File: src/rtl/dac_output_stage_pkg.sv
// ----------------------------------------------------------------------------
// dac_output_stage_pkg
//   Shared DRFM definitions for the DAC output stage: default buffer depth,
//   priming level and gain format, the FILL/STREAM state encoding, and the
//   two's-complement to offset-binary helper.
// ----------------------------------------------------------------------------
package dac_output_stage_pkg;

    localparam int DRFM_FIFO_DEPTH  = 8;   // output buffer entries (power of two)
    localparam int DRFM_PRIME_LEVEL = 4;   // occupancy required before streaming
    localparam int DRFM_SCALE_SHIFT = 15;  // fractional bits of amp_scale
    localparam int DAC_WIDTH        = 16;  // DAC word width

    typedef enum logic {
        ST_FILL   = 1'b0,
        ST_STREAM = 1'b1
    } dac_state_e;

    // Offset binary is two's complement with the sign bit inverted.
    function automatic logic [DAC_WIDTH-1:0] to_offset_binary(input logic [DAC_WIDTH-1:0] v);
        return {~v[DAC_WIDTH-1], v[DAC_WIDTH-2:0]};
    endfunction

endpackage

File: src/rtl/dac_output_stage_sample_fifo.sv
// ----------------------------------------------------------------------------
// sample_fifo
//   First-word-fall-through buffer between the scaling pipeline and the DAC.
//   rd_data always shows the head entry. A write while full succeeds only if
//   a read happens in the same cycle; pointers wrap modulo DEPTH.
//
// Ports
//   M100CLK  : system clock, rising edge
//   reset    : asynchronous, active-low
//   wr_en    : write request, wr_data : word to write
//   rd_en    : pop head entry (caller only asserts when not empty)
//   rd_data  : head entry
//   count    : occupancy, 0..DEPTH
//   full     : count == DEPTH
//   empty    : count == 0
// ----------------------------------------------------------------------------
module sample_fifo #(
    parameter int DEPTH = 8,
    parameter int WIDTH = 16
) (
    input  logic                     M100CLK,
    input  logic                     reset,
    input  logic                     wr_en,
    input  logic [WIDTH-1:0]         wr_data,
    input  logic                     rd_en,
    output logic [WIDTH-1:0]         rd_data,
    output logic [$clog2(DEPTH):0]   count,
    output logic                     full,
    output logic                     empty
);

    localparam int              AW         = $clog2(DEPTH);
    localparam logic [AW:0]     FULL_COUNT = (AW+1)'(DEPTH);
    localparam logic [AW:0]     CNT_ONE    = (AW+1)'(1);
    localparam logic [AW-1:0]   PTR_ONE    = AW'(1);

    logic [WIDTH-1:0] mem [DEPTH];
    logic [AW-1:0]    wr_ptr;
    logic [AW-1:0]    rd_ptr;
    logic             wr_accept;
    logic             rd_accept;

    assign full      = (count == FULL_COUNT);
    assign empty     = (count == '0);
    assign rd_accept = rd_en && !empty;
    // A full buffer can still take a word when the head leaves in the same cycle.
    assign wr_accept = wr_en && (!full || rd_accept);
    assign rd_data   = mem[rd_ptr];

    // NOTE: sequential state uses non-blocking assignments so every register
    // samples pre-edge values, independent of block evaluation order.
    always_ff @(posedge M100CLK or negedge reset) begin
        if (!reset) begin
            wr_ptr <= '0;
            rd_ptr <= '0;
            count  <= '0;
        end else begin
            if (wr_accept) wr_ptr <= wr_ptr + PTR_ONE;
            if (rd_accept) rd_ptr <= rd_ptr + PTR_ONE;
            if (wr_accept && !rd_accept)
                count <= count + CNT_ONE;
            else if (!wr_accept && rd_accept)
                count <= count - CNT_ONE;
        end
    end

    // NOTE: storage has no reset; count/pointers gate every use of its
    // contents, so stale words are never observable and RAM mapping stays free.
    always_ff @(posedge M100CLK) begin
        if (wr_accept) mem[wr_ptr] <= wr_data;
    end

endmodule

File: src/rtl/dac_output_stage.sv
// ----------------------------------------------------------------------------
// dac_output_stage
//   Gain-scales shifted samples, rounds and saturates them to 16 bits,
//   converts to offset binary and buffers them for the DAC. A FILL/STREAM
//   controller holds the DAC interface idle until the buffer is primed and
//   returns to FILL when the buffer runs dry.
//
// Ports
//   M100CLK       : system clock, rising edge
//   reset         : asynchronous, active-low
//   sample_valid  : one-cycle strobe for sample_in / amp_scale
//   sample_in     : 32-bit two's-complement sample
//   amp_scale     : unsigned gain, SCALE_SHIFT fractional bits
//   clear_flags   : clears sticky flags and drop_count
//   dac_ready     : DAC accepts dac_data this cycle
//   dac_valid     : dac_data valid
//   dac_data      : offset-binary DAC word
//   fifo_count    : buffer occupancy
//   sat_flag      : sticky, a sample was clamped
//   overflow_flag : sticky, a sample was dropped on a full buffer
//   underrun_flag : sticky, the buffer drained while streaming
//   drop_count    : dropped samples, saturating at 0xFFFF
// ----------------------------------------------------------------------------
module dac_output_stage
    import dac_output_stage_pkg::*;
#(
    parameter int FIFO_DEPTH  = DRFM_FIFO_DEPTH,
    parameter int PRIME_LEVEL = DRFM_PRIME_LEVEL,
    parameter int SCALE_SHIFT = DRFM_SCALE_SHIFT
) (
    input  logic                          M100CLK,
    input  logic                          reset,
    input  logic                          sample_valid,
    input  logic [31:0]                   sample_in,
    input  logic [15:0]                   amp_scale,
    input  logic                          clear_flags,
    input  logic                          dac_ready,
    output logic                          dac_valid,
    output logic [DAC_WIDTH-1:0]          dac_data,
    output logic [$clog2(FIFO_DEPTH):0]   fifo_count,
    output logic                          sat_flag,
    output logic                          overflow_flag,
    output logic                          underrun_flag,
    output logic [15:0]                   drop_count
);

    localparam int                 CW         = $clog2(FIFO_DEPTH) + 1;
    localparam logic [CW-1:0]      PRIME_CNT  = CW'(PRIME_LEVEL);
    localparam logic [CW-1:0]      CNT_ONE    = CW'(1);
    localparam logic signed [49:0] ROUND_BIAS = 50'sd1 <<< (SCALE_SHIFT - 1);
    localparam logic signed [49:0] SAT_MAX    = 50'sd32767;
    localparam logic signed [49:0] SAT_MIN    = -50'sd32768;

    // ---------------- Stage 1: full-precision product ----------------------
    // Operands are pre-extended to the product width; the true product of a
    // 32-bit signed and 17-bit non-negative value always fits in 49 bits.
    logic signed [48:0] mul_a;
    logic signed [48:0] mul_b;
    logic signed [48:0] prod_q;
    logic               s1_valid;

    assign mul_a = {{17{sample_in[31]}}, sample_in};
    assign mul_b = {33'd0, amp_scale};

    // amp_scale only matters in the strobe cycle because the product is
    // captured only then.
    always_ff @(posedge M100CLK or negedge reset) begin
        if (!reset) begin
            prod_q   <= '0;
            s1_valid <= 1'b0;
        end else begin
            s1_valid <= sample_valid;
            if (sample_valid) prod_q <= mul_a * mul_b;
        end
    end

    // ---------------- Stage 2: round, saturate, offset binary ---------------
    logic signed [49:0]    rounded;
    logic                  clamp_hi;
    logic                  clamp_lo;
    logic [DAC_WIDTH-1:0]  sat_word;
    logic [DAC_WIDTH-1:0]  s2_data;
    logic                  s2_valid;

    always_comb begin
        // Round half up, then drop the fractional bits of the gain.
        rounded  = ($signed({prod_q[48], prod_q}) + ROUND_BIAS) >>> SCALE_SHIFT;
        clamp_hi = (rounded > SAT_MAX);
        clamp_lo = (rounded < SAT_MIN);
        if (clamp_hi)
            sat_word = 16'h7FFF;
        else if (clamp_lo)
            sat_word = 16'h8000;
        else
            sat_word = rounded[DAC_WIDTH-1:0];
    end

    always_ff @(posedge M100CLK or negedge reset) begin
        if (!reset) begin
            s2_valid <= 1'b0;
            s2_data  <= '0;
        end else begin
            s2_valid <= s1_valid;
            if (s1_valid) s2_data <= to_offset_binary(sat_word);
        end
    end

    // ---------------- Output buffer -----------------------------------------
    logic                  fifo_rd;
    logic                  fifo_full;
    logic                  fifo_empty;
    logic [DAC_WIDTH-1:0]  fifo_head;

    sample_fifo #(
        .DEPTH (FIFO_DEPTH),
        .WIDTH (DAC_WIDTH)
    ) u_fifo (
        .M100CLK (M100CLK),
        .reset   (reset),
        .wr_en   (s2_valid),
        .wr_data (s2_data),
        .rd_en   (fifo_rd),
        .rd_data (fifo_head),
        .count   (fifo_count),
        .full    (fifo_full),
        .empty   (fifo_empty)
    );

    assign fifo_rd  = dac_valid && dac_ready;
    // Forced to zero when idle so the DAC bus is quiet in reset and FILL.
    assign dac_data = dac_valid ? fifo_head : '0;

    // ---------------- FILL / STREAM control ---------------------------------
    dac_state_e state;
    dac_state_e state_next;
    logic       underrun_set;

    always_ff @(posedge M100CLK or negedge reset) begin
        if (!reset) state <= ST_FILL;
        else        state <= state_next;
    end

    // NOTE: every output of this block gets a default first, so no path can
    // leave one unassigned and infer a latch.
    always_comb begin
        state_next   = state;
        dac_valid    = 1'b0;
        underrun_set = 1'b0;
        case (state)
            ST_FILL: begin
                if (fifo_count >= PRIME_CNT) state_next = ST_STREAM;
            end
            ST_STREAM: begin
                dac_valid = !fifo_empty;
                // Last entry leaves with nothing arriving behind it.
                if (dac_ready && (fifo_count == CNT_ONE) && !s2_valid) begin
                    underrun_set = 1'b1;
                    state_next   = ST_FILL;
                end
            end
            default: state_next = ST_FILL;
        endcase
    end

    // ---------------- Sticky status -----------------------------------------
    logic drop_event;

    assign drop_event = s2_valid && fifo_full && !fifo_rd;

    // A setting event in the same cycle as clear_flags takes priority.
    always_ff @(posedge M100CLK or negedge reset) begin
        if (!reset) begin
            sat_flag      <= 1'b0;
            overflow_flag <= 1'b0;
            underrun_flag <= 1'b0;
            drop_count    <= '0;
        end else begin
            if (s1_valid && (clamp_hi || clamp_lo)) sat_flag <= 1'b1;
            else if (clear_flags)                   sat_flag <= 1'b0;

            if (drop_event)       overflow_flag <= 1'b1;
            else if (clear_flags) overflow_flag <= 1'b0;

            if (underrun_set)     underrun_flag <= 1'b1;
            else if (clear_flags) underrun_flag <= 1'b0;

            if (drop_event) begin
                if (clear_flags)               drop_count <= 16'd1;
                else if (drop_count != 16'hFFFF) drop_count <= drop_count + 16'd1;
            end else if (clear_flags) begin
                drop_count <= '0;
            end
        end
    end

endmodule

File: config.mk
export PLATFORM = sky130hd
export DESIGN_NAME = dac_output_stage
export DESIGN_NICKNAME = d
export VERILOG_FILES = /design/src/rtl/dac_output_stage_pkg.sv /design/src/rtl/dac_output_stage_sample_fifo.sv /design/src/rtl/dac_output_stage.sv
export SDC_FILE = /design/constraint.sdc
export NUM_CORES = 2
export LEC_CHECK = 0
export CORE_ASPECT_RATIO = 0.75
export CORE_MARGIN = 5
export CORE_UTILIZATION = 55
export CTS_CLUSTER_SIZE = 16
export DETAILED_ROUTE_END_ITERATION = 7
export PLACE_DENSITY_LB_ADDON = 0.1
export REMOVE_ABC_BUFFERS = 1
export SETUP_SLACK_MARGIN = 0.1
export SYNTH_ARGS = -nofsm -noshare
export SYNTH_HDL_FRONTEND = slang
export SYNTH_HIERARCHICAL = 1
export SYNTH_SLANG_ARGS = --single-unit
File: constraint.sdc
create_clock -name M100CLK -period 3.3 [get_ports M100CLK]
set_clock_uncertainty 0.15 [all_clocks]
set_input_delay 0.825 -clock M100CLK [delete_from_list [all_inputs] [get_ports M100CLK]]
set_output_delay 0.825 -clock M100CLK [all_outputs]
set_load 0.02 [all_outputs]
==> key figures <==
Logic synthesis
  • Count of flip-flops with a built-in enable after synthesis: 128
  • Synth async-reset ratio: 39.3%
  • Warnings from Yosys: 6
  • Biggest area consumer among synthesized cells: fa_1
  • Gate Count Post-Synth: 2,747
  • Synth top area share: a little over a third
  • Synth cell types: between 70 and 80
  • Synthesis-stage register bit count: 211
  • Main flop type after synthesis: edfxtp_1
  • Synth Cell Area: between 0.02 and 0.03 mm²
  • Synthesized area per cell: roughly 10 µm²
  • Largest cells by area after synthesis: fa_1 36%, edfxtp_1 14%, inv_1 8.0%
  • Sequential-to-total area share from yosys stat: 21.5%

STA
  • Sum of negative setup slack: -98.86 ns
  • Post-route fraction of the period consumed by the critical path: 194%
  • Slew @ Worst Pin: 0.666 ns
  • Remaining max-slew budget at the tightest pin: 55.6%
  • Final count of pins violating max slew: 0
  • Fin. Hold Viols: 0
  • Worst Slack Setup Final: -3.09 ns
  • Unrepaired setup endpoints after global routing: true
  • Final Setup Violations: 41
  • Shortest period the worst path allows: 6.39 ns
  • Max Clock Freq: 157 MHz

Placement
  • Place WS: -4.26 ns
  • Post-detailed-placement half-perimeter wirelength: between 50 and 60 mm
  • Number of buffers inserted by port buffering: 92
  • GP Congestion: between 0.8 and 0.9

Worst setup path
  • Crit end category: flop
  • Worst Path Max Fanout: 5
  • Sort of element at the start of the critical path: primary input
  • Worst setup path category: primary input to flop
  • Required time of the worst setup path: 3.56 ns
  • Critical Path AT: 6.65 ns

Layout
  • Layout Utilization: slightly above 70%
  • Share of final-layout standard cells stronger than drive strength 1: 29.9%
  • Most used cells in the layout excluding fill and tap cells: 540 x inv_1, 448 x fa_1, 330 x buf_4, 319 x nand2_1, 199 x and2_1
  • Layout overhead on the synthesized area: 30.4%
  • Count of inserted antenna diode cells: 0
  • Nets: 3,878
  • Leading cell type in the layout, fill and taps excluded: inv_1
  • Filler cell count: between 3,000 and 4,000

Clock tree
  • CTS Sinks: 211
  • CTS clock-pin slew for the worst setup and hold paths: roughly 0.070 ns
  • Clk root buf: clkbuf_16
  • Clk Latency, worst-skew pair: between 0.5 and 0.6 ns
  • Clock tree from TritonCTS: done
  • Clk buf depth: 3
  • TritonCTS buffer count: 20
  • Total number of H-tree levels: 1

Die
  • Die footprint: 0.0546 mm²
  • Effective utilization at floorplan: a little under three fifths
  • Placement Rows: between 70 and 80
  • CORE AREA: 0.0498 mm²
  • Number of top-level pins: 93
  • Overall die height: 204 µm
  • Chip Width: 268 µm

Detailed routing
  • Routed wire length: 74.7 mm
  • First-pass DRT Iterations: 5
  • Initial DRC Count: roughly 1,300
  • Average vias per placed instance: 5.42
  • Via count: 21,100
  • Routed wire length per instance: 19.2 µm
  • Remaining routing DRC violations: 0
  • Number of nets with antenna violations after detailed routing: 0

Min path
  • Class of the most critical hold timing path: primary input to asynchronous set/reset pin

Global routing
  • First-pass GRT wire length: 122 mm
  • Number of antenna violations at the first check in global routing: 0
  • Largest net degree at the start of global routing: 48
  • Number of global-route vias before repair: roughly 23,000
  • Global route overflow: 0
  • Total routing resource utilization after global routing: 28.0%

Job
  • Number of max-capacitance violations reported: 0

Run status
  • Violations in the final reports: setup timing
  • Outcome: finished with violations
[registers in the layout, summed over array words and instances, names as in the netlist]
name	flops
s1_valid	1
u_fifo/wr_ptr	3
u_fifo/count	4
prod_q	35
sat_flag	1
s2_valid	1
state	1
u_fifo/mem	128
underrun_flag	1
s2_data	16
drop_count	16
u_fifo/rd_ptr	3
overflow_flag	1
[per-stage QoR]
| step | cells | hold WS (ns) | area, µm² |
|---|---|---|---|
| after floorplan | 2623 | 0.341 | 27000 |
| after global placement | 3731 | 0.218 | 31800 |
| after detailed placement | 3731 | 0.213 | 31800 |
| after CTS | 3873 | 0.189 | 35200 |
| after global routing | 3886 | 0.219 | 35800 |
| final | 3886 | 0.186 | 35800 |
[cells in the mapped netlist (4+ instances only)]
cell       count
a211oi_1      11
nor2_1        79
mux4_2        32
inv_1        589
xor2_1        24
o31ai_1       10
xnor2_1       40
or3_1         10
a21o_1        39
a31oi_1       10
nand3b_1       4
a21oi_1       66
o21a_1         6
o211ai_1       8
edfxtp_1     128
fa_1         488
o21ai_0       26
o21ai_1        8
and3_1        17
nand4_1       30
nor3_1        18
clkbuf_1     117
and4_1         8
mux2_2        31
o21bai_1       5
nor4_1         7
mux2i_1        5
ha_1         122
a2111oi_0      4
nand3_1       26
dfrtp_1       83
nand2b_1       7
a311oi_1       5
nand2_1      350
and2_1       252
a31o_2         4
or2_2          4
[kinds of logic (layout without fill, tap and decap cells)]
kind of cell / Yosys count / count (layout) / synth area share [%]
buffers and inverters: 715 / 1197 / 9.85
adder cells (fa/ha/maj): 610 / 610 / 41.1
XOR/XNOR: 64 / 64 / 2.04
multiplexers: 71 / 71 / 4.21
AND/OR/NAND/NOR: 832 / 832 / 15.2
flip-flops: 211 / 211 / 21.5
AO/OA/AOI/OAI: 244 / 244 / 6.03
[metal layers]
metal  wire length, µm  share of wire (%)  GRT usage (%)
met3              4570                6.1           4.68
met5                 0                  0              0
met1             33900                 45           41.9
met4              1180                1.6           4.00
met2             35100                 47           44.9
[final cells by class]
| class | instances | area, µm² | area share (%) |
|---|---|---|---|
| Timing Repair Buffer | 570 | 5630 | 15.7 |
| Tap cell | 657 | 822 | 2.29 |
| Clock inverter | 12 | 156 | 0.436 |
| Multi-Input combinational cell | 1821 | 20600 | 57.3 |
| Sequential cell | 211 | 5930 | 16.5 |
| Clock buffer | 24 | 536 | 1.49 |
| Inverter | 591 | 2220 | 6.19 |
[critical path: stages]
cell      delay (ns)
buf_12          0.12
buf_16          0.13
and2_4          0.13
fa_1            0.52
inv_2           0.04
fa_1            0.54
inv_2           0.04
fa_1            0.47
fa_1            0.50
fa_1            0.49
inv_1           0.05
fa_1            0.49
inv_2           0.05
ha_4            0.23
a211oi_2        0.25
nand2_1         0.11
a31oi_1         0.22
buf_4           0.17
a311oi_2        0.09
buf_4           0.18
a311oi_2        0.24
buf_4           0.22
buf_6           0.12
nor3_4          0.03
o21a_1          0.18
o31ai_2         0.18
[timing repair]
action,4_1_cts,5_1_grt
gates cloned,11,0
pin swaps,274,132
setup buffers,109,26
gates resized for setup,611,211
hold buffers,0,0
setup endpoints to repair,53,65
[path summary, 6_finish.rpt]
path,cells past startpoint,endpoint,from,slack [ns]
min in group M100CLK,0,s2_valid,s1_valid,0.23
hold reg to reg,0,s2_valid,s1_valid,0.23
setup / recovery,26,prod_q[46],amp_scale[3],-3.09
setup reg to reg,11,u_fifo/count[3],u_fifo/count[1],0.33
max in group asynchronous,2,drop_count[2],reset,2.15
hold / removal,1,s2_data[4],reset,0.19
Power is not shown: default switching activity piles up to over one toggle a cycle in this logic, so the estimate is an artifact.
